==> src/rtl/mult32s_share_arbiter.sv <==
// Round-robin arbiter sharing one external pipelined 32x32 signed multiplier
// between NREQ requesters; optional counters under MULT32S_SHARE_ARBITER_STATS_EN.
module mult32s_share_arbiter #(
    parameter int NREQ     = 4,
    parameter int IDW      = 2,
    parameter int MULT_LAT = 2
) (
    input  logic                 clk,
    input  logic                 rst,
    input  logic                 en,
    input  logic [NREQ-1:0]      req_valid,
    output logic [NREQ-1:0]      req_ready,
    input  logic [32*NREQ-1:0]   req_a,
    input  logic [32*NREQ-1:0]   req_b,
    output logic [31:0]          mult_a,
    output logic [31:0]          mult_b,
    input  logic [63:0]          mult_p,
    output logic                 resp_valid,
    output logic [IDW-1:0]       resp_id,
    output logic [63:0]          resp_product,
    output logic                 busy
`ifdef MULT32S_SHARE_ARBITER_STATS_EN
    ,
    input  logic                 stat_clr,
    output logic [31:0]          stat_issued,
    output logic [31:0]          stat_conflict
`endif
);

    logic [IDW-1:0]               ptr_q, ptr_d;
    logic [NREQ-1:0]              grant;
    logic [IDW-1:0]               gnt_id;
    logic                         hs;
    logic                         found;
    logic [31:0]                  scan_sum;
    logic [IDW-1:0]               scan_idx;
    logic [31:0]                  sel_a, sel_b;
    logic [31:0]                  mult_a_q, mult_a_d, mult_b_q, mult_b_d;
    logic [MULT_LAT:0]            tag_v_q, tag_v_d;
    logic [MULT_LAT:0][IDW-1:0]   tag_id_q, tag_id_d;
    logic                         resp_valid_q, resp_valid_d;
    logic [IDW-1:0]               resp_id_q, resp_id_d;
    logic [63:0]                  resp_product_q, resp_product_d;

    // Scan from the pointer upward; the first valid requester wins. Grants are
    // suppressed during reset so req_ready reads zero while rst is held.
    always_comb begin
        grant    = '0;
        gnt_id   = '0;
        found    = 1'b0;
        scan_sum = '0;
        scan_idx = '0;
        for (int unsigned k = 0; k < NREQ; k++) begin
            scan_sum = 32'(ptr_q) + k;
            scan_idx = IDW'(scan_sum % NREQ);
            if (!found && en && !rst && req_valid[scan_idx]) begin
                grant[scan_idx] = 1'b1;
                gnt_id          = scan_idx;
                found           = 1'b1;
            end
        end
        hs = found;
    end

    always_comb begin
        sel_a = '0;
        sel_b = '0;
        for (int unsigned j = 0; j < NREQ; j++) begin
            if (grant[j]) begin
                sel_a = req_a[32*j +: 32];
                sel_b = req_b[32*j +: 32];
            end
        end
    end

    always_comb begin
        ptr_d    = ptr_q;
        mult_a_d = mult_a_q;
        mult_b_d = mult_b_q;
        if (hs) begin
            ptr_d    = (gnt_id == IDW'(NREQ - 1)) ? '0 : gnt_id + IDW'(1);
            mult_a_d = sel_a;
            mult_b_d = sel_b;
        end
    end

    // Tag stage k lines up with the product MULT_LAT cycles after operand issue.
    always_comb begin
        tag_v_d     = '0;
        tag_id_d    = '0;
        tag_v_d[0]  = hs;
        tag_id_d[0] = gnt_id;
        for (int unsigned k = 1; k <= MULT_LAT; k++) begin
            tag_v_d[k]  = tag_v_q[k-1];
            tag_id_d[k] = tag_id_q[k-1];
        end
    end

    always_comb begin
        resp_valid_d   = tag_v_q[MULT_LAT];
        resp_id_d      = resp_id_q;
        resp_product_d = resp_product_q;
        if (tag_v_q[MULT_LAT]) begin
            resp_id_d      = tag_id_q[MULT_LAT];
            resp_product_d = mult_p;
        end
    end

    always_ff @(posedge clk or posedge rst) begin
        if (rst) begin
            ptr_q          <= '0;
            mult_a_q       <= '0;
            mult_b_q       <= '0;
            tag_v_q        <= '0;
            tag_id_q       <= '0;
            resp_valid_q   <= 1'b0;
            resp_id_q      <= '0;
            resp_product_q <= '0;
        end else begin
            ptr_q          <= ptr_d;
            mult_a_q       <= mult_a_d;
            mult_b_q       <= mult_b_d;
            tag_v_q        <= tag_v_d;
            tag_id_q       <= tag_id_d;
            resp_valid_q   <= resp_valid_d;
            resp_id_q      <= resp_id_d;
            resp_product_q <= resp_product_d;
        end
    end

    assign req_ready    = grant;
    assign mult_a       = mult_a_q;
    assign mult_b       = mult_b_q;
    assign resp_valid   = resp_valid_q;
    assign resp_id      = resp_id_q;
    assign resp_product = resp_product_q;
    assign busy         = (|tag_v_q) | hs;

`ifdef MULT32S_SHARE_ARBITER_STATS_EN
    logic [31:0] stat_issued_q, stat_issued_d;
    logic [31:0] stat_conflict_q, stat_conflict_d;

    always_comb begin
        stat_issued_d   = stat_issued_q;
        stat_conflict_d = stat_conflict_q;
        if (stat_clr) begin
            stat_issued_d   = '0;
            stat_conflict_d = '0;
        end else begin
            if (hs) stat_issued_d = stat_issued_q + 32'd1;
            if (en && ($countones(req_valid) > 1)) stat_conflict_d = stat_conflict_q + 32'd1;
        end
    end

    always_ff @(posedge clk or posedge rst) begin
        if (rst) begin
            stat_issued_q   <= '0;
            stat_conflict_q <= '0;
        end else begin
            stat_issued_q   <= stat_issued_d;
            stat_conflict_q <= stat_conflict_d;
        end
    end

    assign stat_issued   = stat_issued_q;
    assign stat_conflict = stat_conflict_q;
`endif

endmodule

==> config.mk <==
export PLATFORM = sky130hd
export DESIGN_NAME = mult32s_share_arbiter
export DESIGN_NICKNAME = d
export VERILOG_FILES = /design/src/rtl/mult32s_share_arbiter.sv
export SDC_FILE = /design/constraint.sdc
export NUM_CORES = 1
export LEC_CHECK = 0
export BUFFER_PORTS_ARGS = -buffer_cell sky130_fd_sc_hd__buf_2
export CORE_AREA = 2 2 179 181
export CTS_CLUSTER_DIAMETER = 30
export DETAILED_ROUTE_END_ITERATION = 10
export DIE_AREA = 0 0 181 183
export PLACE_DENSITY = 0.52
export SYNTH_ARGS = -nofsm -noshare
export SYNTH_HDL_FRONTEND = slang
export SYNTH_SLANG_ARGS = --single-unit
==> constraint.sdc <==
create_clock -name clk -period 5.73 [get_ports clk]
set_clock_uncertainty 0.15 [all_clocks]
set_input_delay 0.573 -clock clk [delete_from_list [all_inputs] [get_ports clk]]
set_output_delay 0.573 -clock clk [all_outputs]
set_load 0.03 [all_outputs]
==> results of run 1 <==
-- cell usage in the layout (no fill, tap or decap), drive strengths merged, types with 3 or more instances in the layout --
cell type and n:
clkinv 6, o31ai 66, clkbuf 19, a22oi 65, nor2b 3, mux2i 3, nand2 3, a221oi 65
dfrtp 142, and4 64, nor2 64, mux2 69, inv 11, ha 5, nand3 3, and3 3
buf 476, mux4 4
-- how the worst max path moves through the flow --
stage | depth (start not counted) | start | slack, ps | end
2_1_floorplan | 1 | rst | 1200 | asynchronous set/reset pin
3_3_place_gp | 9 | flip-flop | 1490 | busy
3_5_place_dp | 9 | flip-flop | 1460 | busy
4_1_cts | 9 | flip-flop | 970 | busy
5_1_grt | 9 | flip-flop | 680 | busy
6_report | 9 | flip-flop | 1020 | busy
-- cell families (layout without fill, tap and decap cells) --
logic type | count (synthesis) | count (layout) | synth area share
xor+xnor | 1 | 1 | 0.001074
compound gates | 209 | 209 | 0.2784
mux | 76 | 76 | 0.1100
fa+ha+maj | 5 | 5 | 0.007673
flops | 142 | 142 | 0.4359
buf+inv | 86 | 516 | 0.05402
other cells | 0 | 2 | 0
simple gates | 147 | 147 | 0.1130
-- metal layers --
metal / global-route usage / part of all wire / up-vias
li1: - / - / 3511
met1: 0.2238 / 0.40 / 3935
met2: 0.3331 / 0.51 / 378
met3: 0.05064 / 0.070 / 44
met4: 0.06081 / 0.020 / 8
met5: 0 / 0.0015 / -
-- state kept, by name, indices dropped and copies added (netlist names), named ones only --
name,cells
mult_a,32
resp_id,2
resp_valid,1
tag_id_q,2
resp_product,64
mult_b,32
ptr_q,1
tag_v_q,3
tag_id_d,4
-- stage by stage --
stage	setup slack, ps	cell area [um^2]	cells
global route	678.6	11360	1500
CTS	973.0	11350	1498
floorplan	1197	8153	666
global placement	1491	10740	1465
detailed placement	1461	10740	1465
finish	1018	11360	1500
-- power by group through the flow --
stage               logic [W]  registers, W  clock network, W
floorplan             0.00176       0.00239                 0
global placement      0.00340       0.00166                 0
detailed placement    0.00342       0.00167                 0
CTS                   0.00342       0.00166           0.00121
global route          0.00361       0.00170           0.00125
finish                0.00340       0.00165           0.00117
-- worst max-delay path: stages, from the launching register on --
cell and delay (ps):
dfrtp_1 710, inv_1 180, ha_1 390, mux4_2 370, nor2b_1 70, o21ai_1 210
and3_2 790, inv_1 160, or4_1 470, buf_2 210
-- final cells by class --
| type | instances | share of cell area |
|---|---|---|
| Multi-Input combinational cell | 438 | 0.3713 |
| Sequential cell | 142 | 0.3129 |
| Timing Repair Buffer | 477 | 0.2148 |
| Tap cell | 402 | 0.04428 |
| Clock buffer | 19 | 0.03987 |
| Clock inverter | 13 | 0.01355 |
| Inverter | 7 | 0.002864 |
| Antenna cell | 2 | 0.0004406 |
==> summary.txt, run 1 <==
Final layout
  • Nets: 1415
  • Final Util: 0.3637
  • Number of fillers in the final layout: 3202
  • Footprint of the multi-input gates: 4218 um^2
  • Share of cells above drive strength 1: 0.6405
  • FF/Latch Area: 3555 um^2
  • Area delta synth->final: 39.33%

Synth
  • FF+latch count, synth: 142
  • Syn Nets: 998
  • Most frequent cells after synthesis: dfrtp_1 (142), mux2_2 (68), a22oi_1 (65)
  • Mapped cell area: 8153 um^2
  • Mean area per synthesized cell: 12.24 um^2
  • Asr flop ratio synth: 1.000
  • Synth Warn #: 0
  • Post-synth EDFFs: 0
  • Seq/Total Area, Yosys: 0.4359
  • Netlist cell types: 41
  • Most frequent cell after synthesis: dfrtp_1
  • Synth area leaders: dfrtp_1 (44%), a221oi_2 (9.4%), mux2_2 (9.4%)
  • Syn Inst Count: 666
  • Yosys top cell by area: dfrtp_1
  • Prevailing post-synth register cell: dfrtp_1
  • Top cell type's share of synthesized area: 0.4359

Power and ir drop
  • Clock power share: 0.188
  • NetSw: 0.002879 W
  • Seq pwr share: 0.266
  • Gate power share: 0.546
  • Leak Pwr: 5.348 nW
  • Pint: 0.003341 W
  • Pwr Total: 0.006220 W
  • Pwr dens: 547.6 nW/um^2
  • Switching Share: 0.4628
  • Max VDD drop: 0.2016 mV

Routing
  • Routed WL per cell: 21.65 um
  • Drc violations: 0
  • Overall routed net length: 32.47 mm
  • Via count: 7876
  • Vias per cell: 5.251
  • DR pass1 iterations: 5
  • Routed Antenna Nets: 0
  • Initial DRC count: 371

Die
  • Chip Width: 181 um
  • DIE AREA: 33120 um^2
  • Site Rows: 65
  • Die Ht: 183 um
  • Core area: 31230 um^2
  • Initial Utilization: 0.2611
  • I/O Pins: 463

Place
  • Routability Congestion: 0.8488
  • Estimated wirelength of the detail-placed design: 22.55 mm
  • PortBufs: 462

Setup path
  • Reg2reg path depth: 10
  • Crit path DAT: 3990 ps
  • RR Endpoint: mult_b[29]
  • CP Data Required Time: 5010 ps
  • Crit-path max FO: 36
  • Startpoint Class: flip-flop
  • Nature of the critical path endpoint: output port
  • R2R setup slack: 1490 ps
  • Critical path class: reg -> out

Global routing
  • Largest net degree at the start of global routing: 69
  • Vias in the first global route: 7857
  • GR Overflow Total: 0
  • Initial antenna violation count: 7
  • First-pass GRT wire length: 47.55 mm
  • Global Route Usage Sum: 0.1889

Outcome
  • Status: finished clean

Worst hold path
  • WHS Endpoint: tag_id_q[5]
  • Type of the worst min-delay path: reg -> reg
  • WHS Path Cells: 0
  • Hold Path Origin: tag_id_d[5]

CTS
  • CTS resizes: 0
  • Clock slew at reported path FFs: 70 ps
  • Hold-fix buffers, CTS: 1
  • CTS buffer count: 17
  • Clk root buf: clkbuf_16
  • CTS sink count: 142
  • H-Tree Level Count: 4
  • Clk buf depth: 2
  • Clk_lat worst skew: 430 ps
  • Post-CTS Setup Repair Bufs: 0
  • CTS tree: yes

STA
  • Max-slew violation count: 0
  • Final hold vios: 0
  • Setup TNS: 0 ps
  • Hold WS: 187.9 ps
  • Final setup violating endpoints: 0
  • Tmin final: 4712 ps
  • Fmax: 212.2 MHz
  • Rel. slew slack: 0.3224
  • Post-route clock period utilization: 0.8224
  • Worst Tran Pin Value: 1016 ps
  • RSZ-0062 raised after global routing: false

Job
  • Maxcap violations: 0
No activity file was read; power rests on OpenSTA's default activity.
==> run 2, diff against run 1 <==
- CORE_AREA: 2 2 179 181 -> 2 2 182 184
- DIE_AREA: 0 0 181 183 -> 0 0 184 186
- PLACE_DENSITY: 0.52 -> 0.53
- clock period: 5.73 -> 4.1 ns (I/O delays scaled with it)
==> run 2 against run 1 <==
Effect of this change: the flow now finishes with violations (negative hold slack); final cell count increased by 1.2%; wire length up 3.1%; register-to-register slack got worse by 1100 ps; critical path depth shrank 2; sequential share of layout area fell by 0.31 points; count of clock-buffer cells in the layout down 2; first-iteration DRC count is 1.9% lower; non-clock buffer count grew 10; critical path type unchanged.
==> summary.txt, run 2 (synthesis results as in run 1) <==
Setup path
  • Reg2reg path depth: 9
  • RR Startpoint: ptr_q[1]
  • Crit path DAT: 3330 ps
  • R2R setup slack: 380 ps
  • Crit-path max cell delay: 680 ps
  • Worst path cell trace: inv_1, ha_1, mux4_2, inv_2, and3_1, a221o_4, buf_2
  • Critical path class: reg -> out
  • Setup crit start: ptr_q[1]
  • Slowest cell on the critical path: a221o_4
  • Crit-path max FO: 38
  • Nature of the critical path endpoint: output port
  • RR Endpoint: mult_b[30]
  • CP Data Required Time: 3540 ps
  • Startpoint Class: flip-flop

Global routing
  • Gr busiest metal: met2
  • Met3 GRT Util: 0.04422
  • Initial antenna violation count: 5
  • M2 GR Usage: 0.3324
  • GR Overflow Total: 0
  • Vias in the first global route: 8062
  • Routing usage on met1: 0.2180
  • Global Route Usage Sum: 0.1872
  • First-pass GRT wire length: 47.73 mm
  • Largest net degree at the start of global routing: 95

Outcome
  • Failing checks: negative hold slack
  • Status: complete, but fails checks

Final layout
  • Commonest cells after routing, fill and taps aside: buf_2 (462), dfrtp_1 (141), mux2_2 (68)
  • Commonest non-fill, non-tap cell in the layout: buf_2
  • Area delta synth->final: 40.73%
  • Number of fillers in the final layout: 3304
  • Finished Cell Area: 11470 um^2
  • Nets: 1425
  • Share of cells above drive strength 1: 0.6447
  • Number of flip-flops in the largest register: 64

STA
  • Tmin final: 3894 ps
  • Final setup violating endpoints: 0
  • Setup TNS: 0 ps
  • Rel. slew slack: 0.4148
  • Hold WS: -19.80 ps
  • Final hold vios: 4
  • RSZ-0062 raised after global routing: false
  • Post-route clock period utilization: 0.9497
  • Max-slew violation count: 0
  • Slack of the critical path: 206.4 ps
  • Fmax: 256.8 MHz
  • Worst Tran Pin Value: 877.8 ps

Power and ir drop
  • Max VDD drop: 0.3064 mV
  • Pwr dens: 764.7 nW/um^2
  • Leak Pwr: 5.410 nW
  • Pwr Total: 0.008774 W

CTS
  • CTS sink count: 142
  • CTS resizes: 0
  • H-Tree Level Count: 4
  • Clk_lat worst skew: 430 ps
  • Clk buf depth: 2
  • CTS buffer count: 17
  • Clk root buf: clkbuf_16
  • Hold-fix buffers, CTS: 0
  • Clock slew at reported path FFs: 70 ps
  • CTS tree: yes
  • Post-CTS Setup Repair Bufs: 0

Die
  • Site Rows: 66
  • Die Ht: 186 um
  • Initial Utilization: 0.2531
  • Core area: 32210 um^2
  • Chip Width: 184 um
  • I/O Pins: 463
  • DIE AREA: 34220 um^2

Routing
  • Overall routed net length: 33.47 mm
  • Drc violations: 0
  • Routed WL per cell: 22.05 um
  • Via count: 7866
  • DR pass1 iterations: 5
  • Initial DRC count: 364
  • Vias per cell: 5.182
  • Routed Antenna Nets: 0

Place
  • Routability Congestion: 0.8355
  • Post-Place Worst Slack: 371.6 ps
  • Dpl cell area: 10860 um^2
  • PortBufs: 462
  • Estimated wirelength of the detail-placed design: 23.83 mm

Job
  • Maxcap violations: 0

Worst hold path
  • Type of the worst min-delay path: in -> async
[run 2: cell type report]
class	instances	area, um^2	area share
multi-input cells	438	4218	0.3676
flip-flops and latches	142	3555	0.3098
repair buffers	487	2550	0.2222
well taps	408	510.5	0.04449
clock buffers	17	425.4	0.03708
clock inverters	15	173.9	0.01516
inverters	7	31.28	0.002726
diodes	4	10.01	0.0008724
[run 2: metal layers]
metal,wire length (um),share of wire,vias up
li1,-,-,3533
met1,13220,0.39,3926
met2,17130,0.51,355
met3,2306,0.069,50
met4,811,0.024,2
met5,11,0.00033,-
[run 2: worst max path at each step]
stage	slack, ps	endpoint	cells after the start
after CTS	190	req_ready[0]	7
after global placement	460	mult_a[4]	9
final	210	req_ready[0]	7
after detailed placement	370	mult_a[2]	9
after global routing	40	req_ready[0]	7
after floorplan	1040	mult_a[16]	11
[run 2: critical path: cells and delay by family (launching register included)]
| family | cells | cell delay [ps] |
|---|---|---|
| adders and majority gates | 1 | 370 |
| AOI/OAI and AO/OA | 1 | 680 |
| and+or+nand+nor | 1 | 280 |
| DFF | 1 | 510 |
| muxes | 1 | 420 |
| buffers and inverters | 3 | 630 |
[run 2: metrics by stage]
step	util	std cells
detailed placement	0.3373	1482
global route	0.3562	1517
finish	0.3563	1518
floorplan	-	666
CTS	0.3559	1514
global placement	0.3373	1482
[run 2: power breakdown]
part | switching [W] | total (W) | internal (W)
registers | 0.000304 | 0.00230 | 0.00199
logic | 0.00307 | 0.00484 | 0.00177
clock network | 0.000718 | 0.00164 | 0.000920
